**config.mk**
```make
export PLATFORM = sky130hd
export DESIGN_NAME = mips_multicycle_ctrl_flat
export DESIGN_NICKNAME = d
export VERILOG_FILES = /design/src/rtl/mips_multicycle_ctrl_if.sv /design/src/rtl/mips_multicycle_ctrl.sv /design/src/flat_wrapper.sv
export SDC_FILE = /design/constraint.sdc
export NUM_CORES = 1
export LEC_CHECK = 0
export CORE_UTILIZATION = 30
export CTS_CLUSTER_SIZE = 24
export DETAILED_ROUTE_END_ITERATION = 8
export PLACE_DENSITY_LB_ADDON = 0.2
export SKIP_LAST_GASP = 1
export SLEW_MARGIN = 20
export SYNTH_ARGS = -nofsm -noshare
export SYNTH_HDL_FRONTEND = slang
export SYNTH_SLANG_ARGS = --single-unit
```
**constraint.sdc**
```tcl
create_clock -name clk -period 2.95 [get_ports clk]
set_clock_uncertainty 0.05 [all_clocks]
set_input_delay 0.59 -clock clk [delete_from_list [all_inputs] [get_ports clk]]
set_output_delay 0.59 -clock clk [all_outputs]
set_load 0.05 [all_outputs]
```
**src/rtl/mips_multicycle_ctrl_if.sv**
```systemverilog
// Control/handshake bundle between the multi-cycle MIPS controller and its datapath.
// master = controller side, slave = datapath/memory side.
interface mips_multicycle_ctrl_if;
    logic [5:0] opc;
    logic [5:0] func;
    logic       zero;
    logic       memAck;
    logic       memRead;
    logic       memWrite;
    logic       iOrD;
    logic       irWrite;
    logic       pcWrite;
    logic [1:0] pcSrc;
    logic       aluSrcA;
    logic [1:0] aluSrcB;
    logic [2:0] aluFunc;
    logic       bitXtend;
    logic       rfWriteEnable;
    logic       rfWriteAddrSel;
    logic [1:0] rfWriteDataSel;
    logic       invOpcode;
    logic       memFault;
    logic       busy;

    modport master (
        input  opc, func, zero, memAck,
        output memRead, memWrite, iOrD, irWrite, pcWrite, pcSrc, aluSrcA, aluSrcB,
               aluFunc, bitXtend, rfWriteEnable, rfWriteAddrSel, rfWriteDataSel,
               invOpcode, memFault, busy
    );

    modport slave (
        output opc, func, zero, memAck,
        input  memRead, memWrite, iOrD, irWrite, pcWrite, pcSrc, aluSrcA, aluSrcB,
               aluFunc, bitXtend, rfWriteEnable, rfWriteAddrSel, rfWriteDataSel,
               invOpcode, memFault, busy
    );
endinterface

```
**src/rtl/mips_multicycle_ctrl.sv**
```systemverilog
// Multi-cycle MIPS32 control FSM: FETCH/DECODE/EXEC/MEM/WB sequencing over one memory port.
// Optional MC_RETIRE_COUNT_EN adds a 32-bit retired-instruction counter output.
module mips_multicycle_ctrl #(
    parameter int MEM_TIMEOUT = 16
) (
    input  logic clk,
    input  logic rst,
`ifdef MC_RETIRE_COUNT_EN
    output logic [31:0] retireCount,
`endif
    mips_multicycle_ctrl_if.master bus
);
    localparam logic [5:0] OP_RTYPE = 6'h00, OP_J   = 6'h02, OP_BEQ = 6'h04, OP_BNE = 6'h05,
                           OP_ADDI  = 6'h08, OP_ORI = 6'h0D, OP_LW  = 6'h23, OP_SW  = 6'h2B;
    localparam logic [5:0] FN_ADD = 6'h20, FN_SUB = 6'h22, FN_AND = 6'h24, FN_OR = 6'h25,
                           FN_SLT = 6'h2A;
    localparam logic [2:0] ALU_AND = 3'b000, ALU_OR = 3'b001, ALU_ADD = 3'b010,
                           ALU_SUB = 3'b110, ALU_SLT = 3'b111;
    localparam int CNT_W = (MEM_TIMEOUT > 0) ? $clog2(MEM_TIMEOUT + 1) : 1;
    localparam logic [CNT_W-1:0] TO_LIM = CNT_W'(MEM_TIMEOUT);

    typedef enum logic [3:0] {
        S_FETCH, S_DECODE, S_EXEC_R, S_EXEC_I, S_MADDR, S_MRD, S_MWR,
        S_WB_R, S_WB_I, S_WB_M, S_BRANCH, S_JUMP, S_TRAP
    } state_t;

    state_t           state_q, state_d;
    logic             inv_opcode_q, inv_opcode_d;
    logic             mem_fault_q, mem_fault_d;
    logic [CNT_W-1:0] wait_cnt_q, wait_cnt_d;

    logic       func_ok, mem_wait, to_hit;
    logic [2:0] r_alu;
    logic       mem_read, mem_write, i_or_d, ir_write, pc_write, alu_src_a, bit_xtend;
    logic       rf_we, rf_wa_sel, busy;
    logic [1:0] pc_src, alu_src_b, rf_wd_sel;
    logic [2:0] alu_func;

    always_comb begin
        func_ok = 1'b1;
        r_alu   = ALU_ADD;
        case (bus.func)
            FN_AND:  r_alu = ALU_AND;
            FN_OR:   r_alu = ALU_OR;
            FN_ADD:  r_alu = ALU_ADD;
            FN_SUB:  r_alu = ALU_SUB;
            FN_SLT:  r_alu = ALU_SLT;
            default: func_ok = 1'b0;
        endcase
    end

    // An ack on the limit cycle wins: to_hit only fires while memAck is low.
    assign mem_wait = (state_q == S_FETCH) || (state_q == S_MRD) || (state_q == S_MWR);
    assign to_hit   = (MEM_TIMEOUT > 0) && !bus.memAck && ((wait_cnt_q + CNT_W'(1)) == TO_LIM);

    always_comb begin
        state_d      = state_q;
        inv_opcode_d = inv_opcode_q;
        mem_fault_d  = mem_fault_q;
        mem_read     = 1'b0;
        mem_write    = 1'b0;
        i_or_d       = 1'b0;
        ir_write     = 1'b0;
        pc_write     = 1'b0;
        pc_src       = 2'b00;
        alu_src_a    = 1'b0;
        alu_src_b    = 2'b00;
        alu_func     = 3'b000;
        bit_xtend    = 1'b0;
        rf_we        = 1'b0;
        rf_wa_sel    = 1'b0;
        rf_wd_sel    = 2'b00;
        busy         = 1'b1;
        case (state_q)
            S_FETCH: begin
                mem_read  = 1'b1;
                alu_src_b = 2'b01;
                alu_func  = ALU_ADD;
                if (bus.memAck) begin
                    ir_write = 1'b1;
                    pc_write = 1'b1;
                    state_d  = S_DECODE;
                end else if (to_hit) begin
                    mem_fault_d = 1'b1;
                    state_d     = S_TRAP;
                end
            end
            S_DECODE: begin
                alu_src_b = 2'b11;
                alu_func  = ALU_ADD;
                case (bus.opc)
                    OP_RTYPE: begin
                        if (func_ok) state_d = S_EXEC_R;
                        else begin
                            inv_opcode_d = 1'b1;
                            state_d      = S_TRAP;
                        end
                    end
                    OP_LW, OP_SW:    state_d = S_MADDR;
                    OP_BEQ, OP_BNE:  state_d = S_BRANCH;
                    OP_J:            state_d = S_JUMP;
                    OP_ADDI, OP_ORI: state_d = S_EXEC_I;
                    default: begin
                        inv_opcode_d = 1'b1;
                        state_d      = S_TRAP;
                    end
                endcase
            end
            S_EXEC_R: begin
                alu_src_a = 1'b1;
                alu_func  = r_alu;
                state_d   = S_WB_R;
            end
            S_EXEC_I: begin
                alu_src_a = 1'b1;
                alu_src_b = 2'b10;
                alu_func  = (bus.opc == OP_ORI) ? ALU_OR : ALU_ADD;
                bit_xtend = (bus.opc == OP_ORI);
                state_d   = S_WB_I;
            end
            S_MADDR: begin
                alu_src_a = 1'b1;
                alu_src_b = 2'b10;
                alu_func  = ALU_ADD;
                state_d   = (bus.opc == OP_SW) ? S_MWR : S_MRD;
            end
            S_MRD: begin
                i_or_d   = 1'b1;
                mem_read = 1'b1;
                if (bus.memAck) state_d = S_WB_M;
                else if (to_hit) begin
                    mem_fault_d = 1'b1;
                    state_d     = S_TRAP;
                end
            end
            S_MWR: begin
                i_or_d    = 1'b1;
                mem_write = 1'b1;
                if (bus.memAck) state_d = S_FETCH;
                else if (to_hit) begin
                    mem_fault_d = 1'b1;
                    state_d     = S_TRAP;
                end
            end
            S_WB_R: begin
                rf_we     = 1'b1;
                rf_wa_sel = 1'b1;
                state_d   = S_FETCH;
            end
            S_WB_I: begin
                rf_we   = 1'b1;
                state_d = S_FETCH;
            end
            S_WB_M: begin
                rf_we     = 1'b1;
                rf_wd_sel = 2'b01;
                state_d   = S_FETCH;
            end
            S_BRANCH: begin
                alu_src_a = 1'b1;
                alu_func  = ALU_SUB;
                pc_src    = 2'b01;
                pc_write  = ((bus.opc == OP_BEQ) && bus.zero) || ((bus.opc == OP_BNE) && !bus.zero);
                state_d   = S_FETCH;
            end
            S_JUMP: begin
                pc_write = 1'b1;
                pc_src   = 2'b10;
                state_d  = S_FETCH;
            end
            S_TRAP:  busy = 1'b0;
            default: state_d = S_FETCH;
        endcase

        wait_cnt_d = wait_cnt_q;
        if (state_d != state_q)          wait_cnt_d = '0;
        else if (mem_wait && !bus.memAck) wait_cnt_d = wait_cnt_q + CNT_W'(1);

        // Reset may land mid-access; quiet every output so no strobe leaks that cycle.
        if (rst) begin
            mem_read  = 1'b0;
            mem_write = 1'b0;
            i_or_d    = 1'b0;
            ir_write  = 1'b0;
            pc_write  = 1'b0;
            pc_src    = 2'b00;
            alu_src_a = 1'b0;
            alu_src_b = 2'b00;
            alu_func  = 3'b000;
            bit_xtend = 1'b0;
            rf_we     = 1'b0;
            rf_wa_sel = 1'b0;
            rf_wd_sel = 2'b00;
            busy      = 1'b1;
        end
    end

    always_ff @(posedge clk) begin
        if (rst) begin
            state_q      <= S_FETCH;
            inv_opcode_q <= 1'b0;
            mem_fault_q  <= 1'b0;
            wait_cnt_q   <= '0;
        end else begin
            state_q      <= state_d;
            inv_opcode_q <= inv_opcode_d;
            mem_fault_q  <= mem_fault_d;
            wait_cnt_q   <= wait_cnt_d;
        end
    end

`ifdef MC_RETIRE_COUNT_EN
    logic [31:0] retire_cnt_q, retire_cnt_d;
    logic        retire;

    assign retire = (state_d == S_FETCH) &&
                    (state_q inside {S_WB_R, S_WB_I, S_WB_M, S_MWR, S_BRANCH, S_JUMP});

    always_comb retire_cnt_d = retire_cnt_q + 32'(retire);

    always_ff @(posedge clk) begin
        if (rst) retire_cnt_q <= '0;
        else     retire_cnt_q <= retire_cnt_d;
    end

    assign retireCount = retire_cnt_q;
`endif

    assign bus.memRead        = mem_read;
    assign bus.memWrite       = mem_write;
    assign bus.iOrD           = i_or_d;
    assign bus.irWrite        = ir_write;
    assign bus.pcWrite        = pc_write;
    assign bus.pcSrc          = pc_src;
    assign bus.aluSrcA        = alu_src_a;
    assign bus.aluSrcB        = alu_src_b;
    assign bus.aluFunc        = alu_func;
    assign bus.bitXtend       = bit_xtend;
    assign bus.rfWriteEnable  = rf_we;
    assign bus.rfWriteAddrSel = rf_wa_sel;
    assign bus.rfWriteDataSel = rf_wd_sel;
    assign bus.invOpcode      = inv_opcode_q;
    assign bus.memFault       = mem_fault_q;
    assign bus.busy           = busy;
endmodule

```
**src/flat_wrapper.sv**
```systemverilog
// flat-port wrapper written by rule: the top's interface ports become plain ports
module mips_multicycle_ctrl_flat 
#(
    parameter int MEM_TIMEOUT = 16
)
  (clk, rst, bus_opc, bus_func, bus_zero, bus_memAck, bus_memRead, bus_memWrite, bus_iOrD, bus_irWrite, bus_pcWrite, bus_pcSrc, bus_aluSrcA, bus_aluSrcB, bus_aluFunc, bus_bitXtend, bus_rfWriteEnable, bus_rfWriteAddrSel, bus_rfWriteDataSel, bus_invOpcode, bus_memFault, bus_busy);
  mips_multicycle_ctrl_if bus_i ();
  input  logic clk;
  input  logic rst;
  input wire logic [$bits(bus_i.opc)-1:0] bus_opc;
  input wire logic [$bits(bus_i.func)-1:0] bus_func;
  input wire logic [$bits(bus_i.zero)-1:0] bus_zero;
  input wire logic [$bits(bus_i.memAck)-1:0] bus_memAck;
  output wire logic [$bits(bus_i.memRead)-1:0] bus_memRead;
  output wire logic [$bits(bus_i.memWrite)-1:0] bus_memWrite;
  output wire logic [$bits(bus_i.iOrD)-1:0] bus_iOrD;
  output wire logic [$bits(bus_i.irWrite)-1:0] bus_irWrite;
  output wire logic [$bits(bus_i.pcWrite)-1:0] bus_pcWrite;
  output wire logic [$bits(bus_i.pcSrc)-1:0] bus_pcSrc;
  output wire logic [$bits(bus_i.aluSrcA)-1:0] bus_aluSrcA;
  output wire logic [$bits(bus_i.aluSrcB)-1:0] bus_aluSrcB;
  output wire logic [$bits(bus_i.aluFunc)-1:0] bus_aluFunc;
  output wire logic [$bits(bus_i.bitXtend)-1:0] bus_bitXtend;
  output wire logic [$bits(bus_i.rfWriteEnable)-1:0] bus_rfWriteEnable;
  output wire logic [$bits(bus_i.rfWriteAddrSel)-1:0] bus_rfWriteAddrSel;
  output wire logic [$bits(bus_i.rfWriteDataSel)-1:0] bus_rfWriteDataSel;
  output wire logic [$bits(bus_i.invOpcode)-1:0] bus_invOpcode;
  output wire logic [$bits(bus_i.memFault)-1:0] bus_memFault;
  output wire logic [$bits(bus_i.busy)-1:0] bus_busy;
  assign bus_i.opc = bus_opc;
  assign bus_i.func = bus_func;
  assign bus_i.zero = bus_zero;
  assign bus_i.memAck = bus_memAck;
  assign bus_memRead = bus_i.memRead;
  assign bus_memWrite = bus_i.memWrite;
  assign bus_iOrD = bus_i.iOrD;
  assign bus_irWrite = bus_i.irWrite;
  assign bus_pcWrite = bus_i.pcWrite;
  assign bus_pcSrc = bus_i.pcSrc;
  assign bus_aluSrcA = bus_i.aluSrcA;
  assign bus_aluSrcB = bus_i.aluSrcB;
  assign bus_aluFunc = bus_i.aluFunc;
  assign bus_bitXtend = bus_i.bitXtend;
  assign bus_rfWriteEnable = bus_i.rfWriteEnable;
  assign bus_rfWriteAddrSel = bus_i.rfWriteAddrSel;
  assign bus_rfWriteDataSel = bus_i.rfWriteDataSel;
  assign bus_invOpcode = bus_i.invOpcode;
  assign bus_memFault = bus_i.memFault;
  assign bus_busy = bus_i.busy;
  mips_multicycle_ctrl #(.MEM_TIMEOUT(MEM_TIMEOUT)) u_core (.clk(clk), .rst(rst), .bus(bus_i));
endmodule
```
Word-level counts from Yosys, hierarchy flattened
Index checks and enable logic that the tools add are counted.

Add/sub/neg operators: 1. Equality and inequality tests: 27. Mux-type cells: 42. Bitwise gates (word level): 2. Reduce and logical (&&, ||, !) cells: 26.

Operators with widths (count): 6-bit equality test (second input constant) (7); 4-bit case mux with 8 select lines (1); 1-bit two-way mux (24); 3-bit case mux with 4 select lines (2); 4-bit equality test (second input constant) (5); 4-bit two-way mux (5); 4-bit case mux with 5 select lines (1); 4-bit by 3-bit equality test with 1-bit output (second input constant) (4); 2-bit OR reduction (7); 6-bit by 3-bit equality test with 1-bit output (second input constant) (2); 6-bit by 4-bit equality test with 1-bit output (second input constant) (2); 3-bit OR reduction (3); 4-bit by 2-bit equality test with 1-bit output (second input constant) (2); 2-bit two-way mux (4); 7-bit OR reduction (1); 6-bit by 2-bit equality test with 1-bit output (second input constant) (1); 6-bit logical NOT (1); 2-bit case mux with 3 select lines (1); 3-bit AND reduction (2); 5-bit by 1-bit adder with 5-bit output (second input constant) (1); 5-bit equality test (second input constant) (1); 5-bit OR reduction (1); 4-bit by 1-bit equality test with 1-bit output (second input constant) (1); 1-bit logical AND (4); other kinds (11) (15).

Register bits: 11. Bits of input ports: 16. Output and inout port bits: 21. Logic and storage cells: 102.

Longest topological paths before layout
Depth in word-level cells: 8. Depth in mapped cells: 7.

Worst setup path before layout
No wires, ideal clock.

Path kind: input -> output. Start point: input port rst. End point: output port bus_irWrite. Data arrival time: 2.691 ns. Slack: -0.381 ns. Stages: 4. Path buffers: 2. Cells stage by stage: clkbuf_1 > or2_2 > clkbuf_1 > nor4_1.

Word-level cells in the longest chain between the ends: 1.

RTL lines: start: declaration (RTL line flat_wrapper.sv:9) `input logic rst;`; 1-bit two-way mux (RTL line mips_multicycle_ctrl.sv:180) `if (rst) begin`; end: declaration (RTL line flat_wrapper.sv:17) `output wire logic [$bits(bus_i.irWrite)-1:0] bus_irWrite;`.

No other way between the ends.

Worst setup path in the final report
Start point: input port bus_opc[0]. End point: output port bus_aluFunc[1].

Word-level cells in the longest chain between the ends: 4.

RTL lines: start: declaration (RTL line flat_wrapper.sv:10) `input wire logic [$bits(bus_i.opc)-1:0] bus_opc;`; 6-bit by 4-bit equality test with 1-bit output (RTL line mips_multicycle_ctrl.sv:117) `alu_func = (bus.opc == OP_ORI) ? ALU_OR : ALU_ADD;`; 2-bit two-way mux (RTL line mips_multicycle_ctrl.sv:117); 3-bit case mux with 4 select lines (RTL line mips_multicycle_ctrl.sv:74) `case (state_q)`; 3-bit two-way mux (RTL line mips_multicycle_ctrl.sv:180); end: declaration (RTL line flat_wrapper.sv:22) `output wire logic [$bits(bus_i.aluFunc)-1:0] bus_aluFunc;`.

No other way between the ends.

==> results.txt <==
Hold Startpoint - u_core.bus.invOpcode
Hold buffers post-CTS - 0
Final WL - 3.913 mm
Critical R2R Launch - u_core.state_q[1]
Initial antenna violation count - 0
Async SR Flop Fraction - 0%
Slew @ Worst Pin - 663.1 ps
Initial Util - 31.90%
Layout cells sized above 1 - 25.44%
Dpl cell area - 0.002002 mm2
Synth cell types - 57
Layout net count - 247
R2R cell count - 7
Period utilization - 98.72%
P_leak - 0.0007639 uW
Synth top area share - 16.89%
Peak Freq - 343.4 MHz
Reg2reg end - u_core.wait_cnt_q[3]
First-pass GRT wire length - 6.596 mm
Crit-path max FO - 2
Die area - 0.004613 mm2
Yosys top cell by area - dfxtp_1
Vias in the first global route - 1426
Hold WC Path Type - reg -> reg
Synthesized area - 0.001304 mm2
Num CTS Buffers - 3
Critical path endpoint category - primary output
H-tree levels - 1
Seq/Total Area, Yosys - 16.89%
Compound-Gate Fraction of Synth Area - 26.58%
Post-synth EDFFs - 0
Core area - 0.004086 mm2
WL/cell - 14.08 um
Mapped Nets - 200
Required @ worst endpoint - 2310 ps
Largest family of logic cells by synthesized area - simple AND/OR/NAND/NOR gates
Ranking of synthesized cells by area - dfxtp_1 17%, nor2_1 6.0%, a21oi_1 5.0%
Post-Synth XOR/XNOR Area - 6.718%
DR vias - 1529
Proportion of synthesized area in mux cells - 2.303%
Status - completed
Hold WS - 422.6 ps
HPWL Detailed - 2.998 mm
GPL Wtd Cong - 0.8032
Finish-stage setup viols - 0
Total track usage - 18.56%
Ports - 37
Setup TNS - 0 ps
Top cells by count, synth - 21 x nor2_1, 16 x nand2_1, 13 x a21oi_1, 13 x nor3_1, 11 x dfxtp_1
Data arrival, critical path - 2270 ps
Synth Area in Simple Gates - 39.35%
Synth Instances - 182
CTS tree - yes
Period minus WS final - 2912 ps
Clk_lat worst skew - 240 ps
Die X - 67.92 um
Final instance area - 0.002068 mm2
Num rows - 23
Slew headroom - 55.73%
Hold Vio Cnt, Final - 0
Filler cell count - 411
Max VDD drop - 0.2975 mV
Largest net degree at the start of global routing - 18
YS warnings - 0
Maxcap violations - 0
CTS Buffer Depth - 2
Die extent in y - 67.92 um
CP startpoint kind - input port
Initial drt markers - 73
Hold endpoint - u_core.bus.invOpcode
Max Slew Vio Count - 0
Adder-cell share of the synthesized area - 1.919%
Most frequent cell after synthesis - nor2_1
Worst hold stages - 2
FF+latch count, synth - 11
Syn avg cell area - 7.163 um2
CTS root buffer - clkbuf_8
Vias per cell - 5.500
Ys flop type - dfxtp_1
Clk sinks - 11
Grt ovf - 0
FF-to-FF setup slack - 660 ps
Clock transition at path regs - 50 ps
PortBufs - 35
Antenna Nets Post-Route - 0
Power per Cell Area - 543.6 mW/mm2
DR DRC count - 0
Setup CP Type - in -> out
DRT Pass-1 Iters - 4
Layout area overhead - 58.64%
Antenna cells - 0
==> worst max path at each step <==
stage	startpoint	endpoint	slack (ps)	cells past startpoint
finish	bus_opc[0]	bus_aluFunc[1]	40	7
global route	bus_opc[0]	bus_aluFunc[1]	-4	7
CTS	bus_opc[0]	bus_aluFunc[1]	30	7
detailed placement	bus_opc[0]	bus_aluFunc[1]	-20	7
global placement	bus_opc[0]	bus_aluFunc[1]	-20	7
floorplan	u_core.state_q[0]	bus_pcSrc[0]	0.02	3
==> through the flow <==
stage / std cells / worst slack, ps / utilization (%) / power (uW)
detailed placement: 274 / -17.29 / 48.99 / 963.2
CTS: 278 / 34.86 / 50.18 / 1120
finish: 278 / 37.81 / 50.61 / 1124
global route: 278 / -4.462 / 50.61 / 1207
floorplan: 182 / 0.01887 / - / 679.4
global placement: 274 / -19.40 / 48.99 / 960.7
==> cell usage in the layout, fill, tap and decap left out, types with 2 or more instances in the layout <==
cell type and count:
a211oi_1 3, a21oi_1 12, a2bb2oi_1 2, a31o_2 3, a31oi_1 3, a41oi_1 2
and2b_1 2, and3_1 2, and4b_1 2, buf_12 18, buf_4 20, clkbuf_8 3
clkdlybuf4s50_1 17, dfxtp_1 11, ha_1 2, inv_1 3, mux2i_1 3, nand2_1 16
nand2b_1 6, nand3_1 4, nand4_1 2, nor2_1 21, nor2b_1 5, nor3_1 12
nor3b_1 4, nor4_1 2, nor4_2 2, o21ai_0 2, o21ai_1 2, o31ai_1 2
or2_2 2, or3_4 2, xnor2_1 3, xor2_1 7
==> cell families (layout without fill, tap and decap cells) <==
| kind of cell | after synthesis | count (layout) |
|---|---|---|
| and+or+nand+nor | 92 | 92 |
| adders and majority gates | 2 | 2 |
| muxes | 3 | 3 |
| DFF | 11 | 11 |
| xor gates and xnor gates | 10 | 10 |
| other | 1 | 1 |
| AOI/OAI and AO/OA | 46 | 46 |
| buffers and inverters | 17 | 63 |
==> state kept, by name (all words and copies together), names as in the netlist <==
register / count
u_core.bus.invOpcode: 1
u_core.wait_cnt_q: 5
u_core.bus.memFault: 1
u_core.state_q: 4
==> layout make-up <==
class | instances | area [um2] | area share (%)
clock buffers | 4 | 45.04 | 2.178
inverters | 4 | 15.01 | 0.7260
multi-input cells | 154 | 1045 | 50.51
flip-flops and latches | 11 | 220.2 | 10.65
well taps | 50 | 62.56 | 3.025
repair buffers | 55 | 680.7 | 32.91
==> per-layer routing <==
| metal | part of all wire, % | up-vias | global-route usage, % |
|---|---|---|---|
| met4 | 0.92 | 0 | 4.688 |
| met1 | 50 | 717 | 25.96 |
| met3 | 4.2 | 4 | 2.333 |
| li1 | - | 772 | - |
| met5 | 0 | - | 0 |
| met2 | 45 | 36 | 29.66 |
==> critical path: stages <==
cell,delay (ps)
clkdlybuf4s50_1,410
nor3b_2,160
and3_1,190
a32o_1,230
or3_4,380
a21oi_4,160
buf_12,150
==> timing repair <==
item                                    4_1_cts  5_1_grt
setup buffers                                 0        0
hold endpoints to repair                      0        0
gates resized for setup                       1        4
pin swaps                                     0        1
endpoints found under the setup margin        1        1
==> power breakdown <==
group / switching, uW / internal (uW) / total [uW]
Clock: 57.4 / 95.0 / 152
Combinational: 423 / 329 / 752
Sequential: 51.0 / 169 / 220
Total: 531 / 593 / 1120
Power figures use the tool's default switching activity.
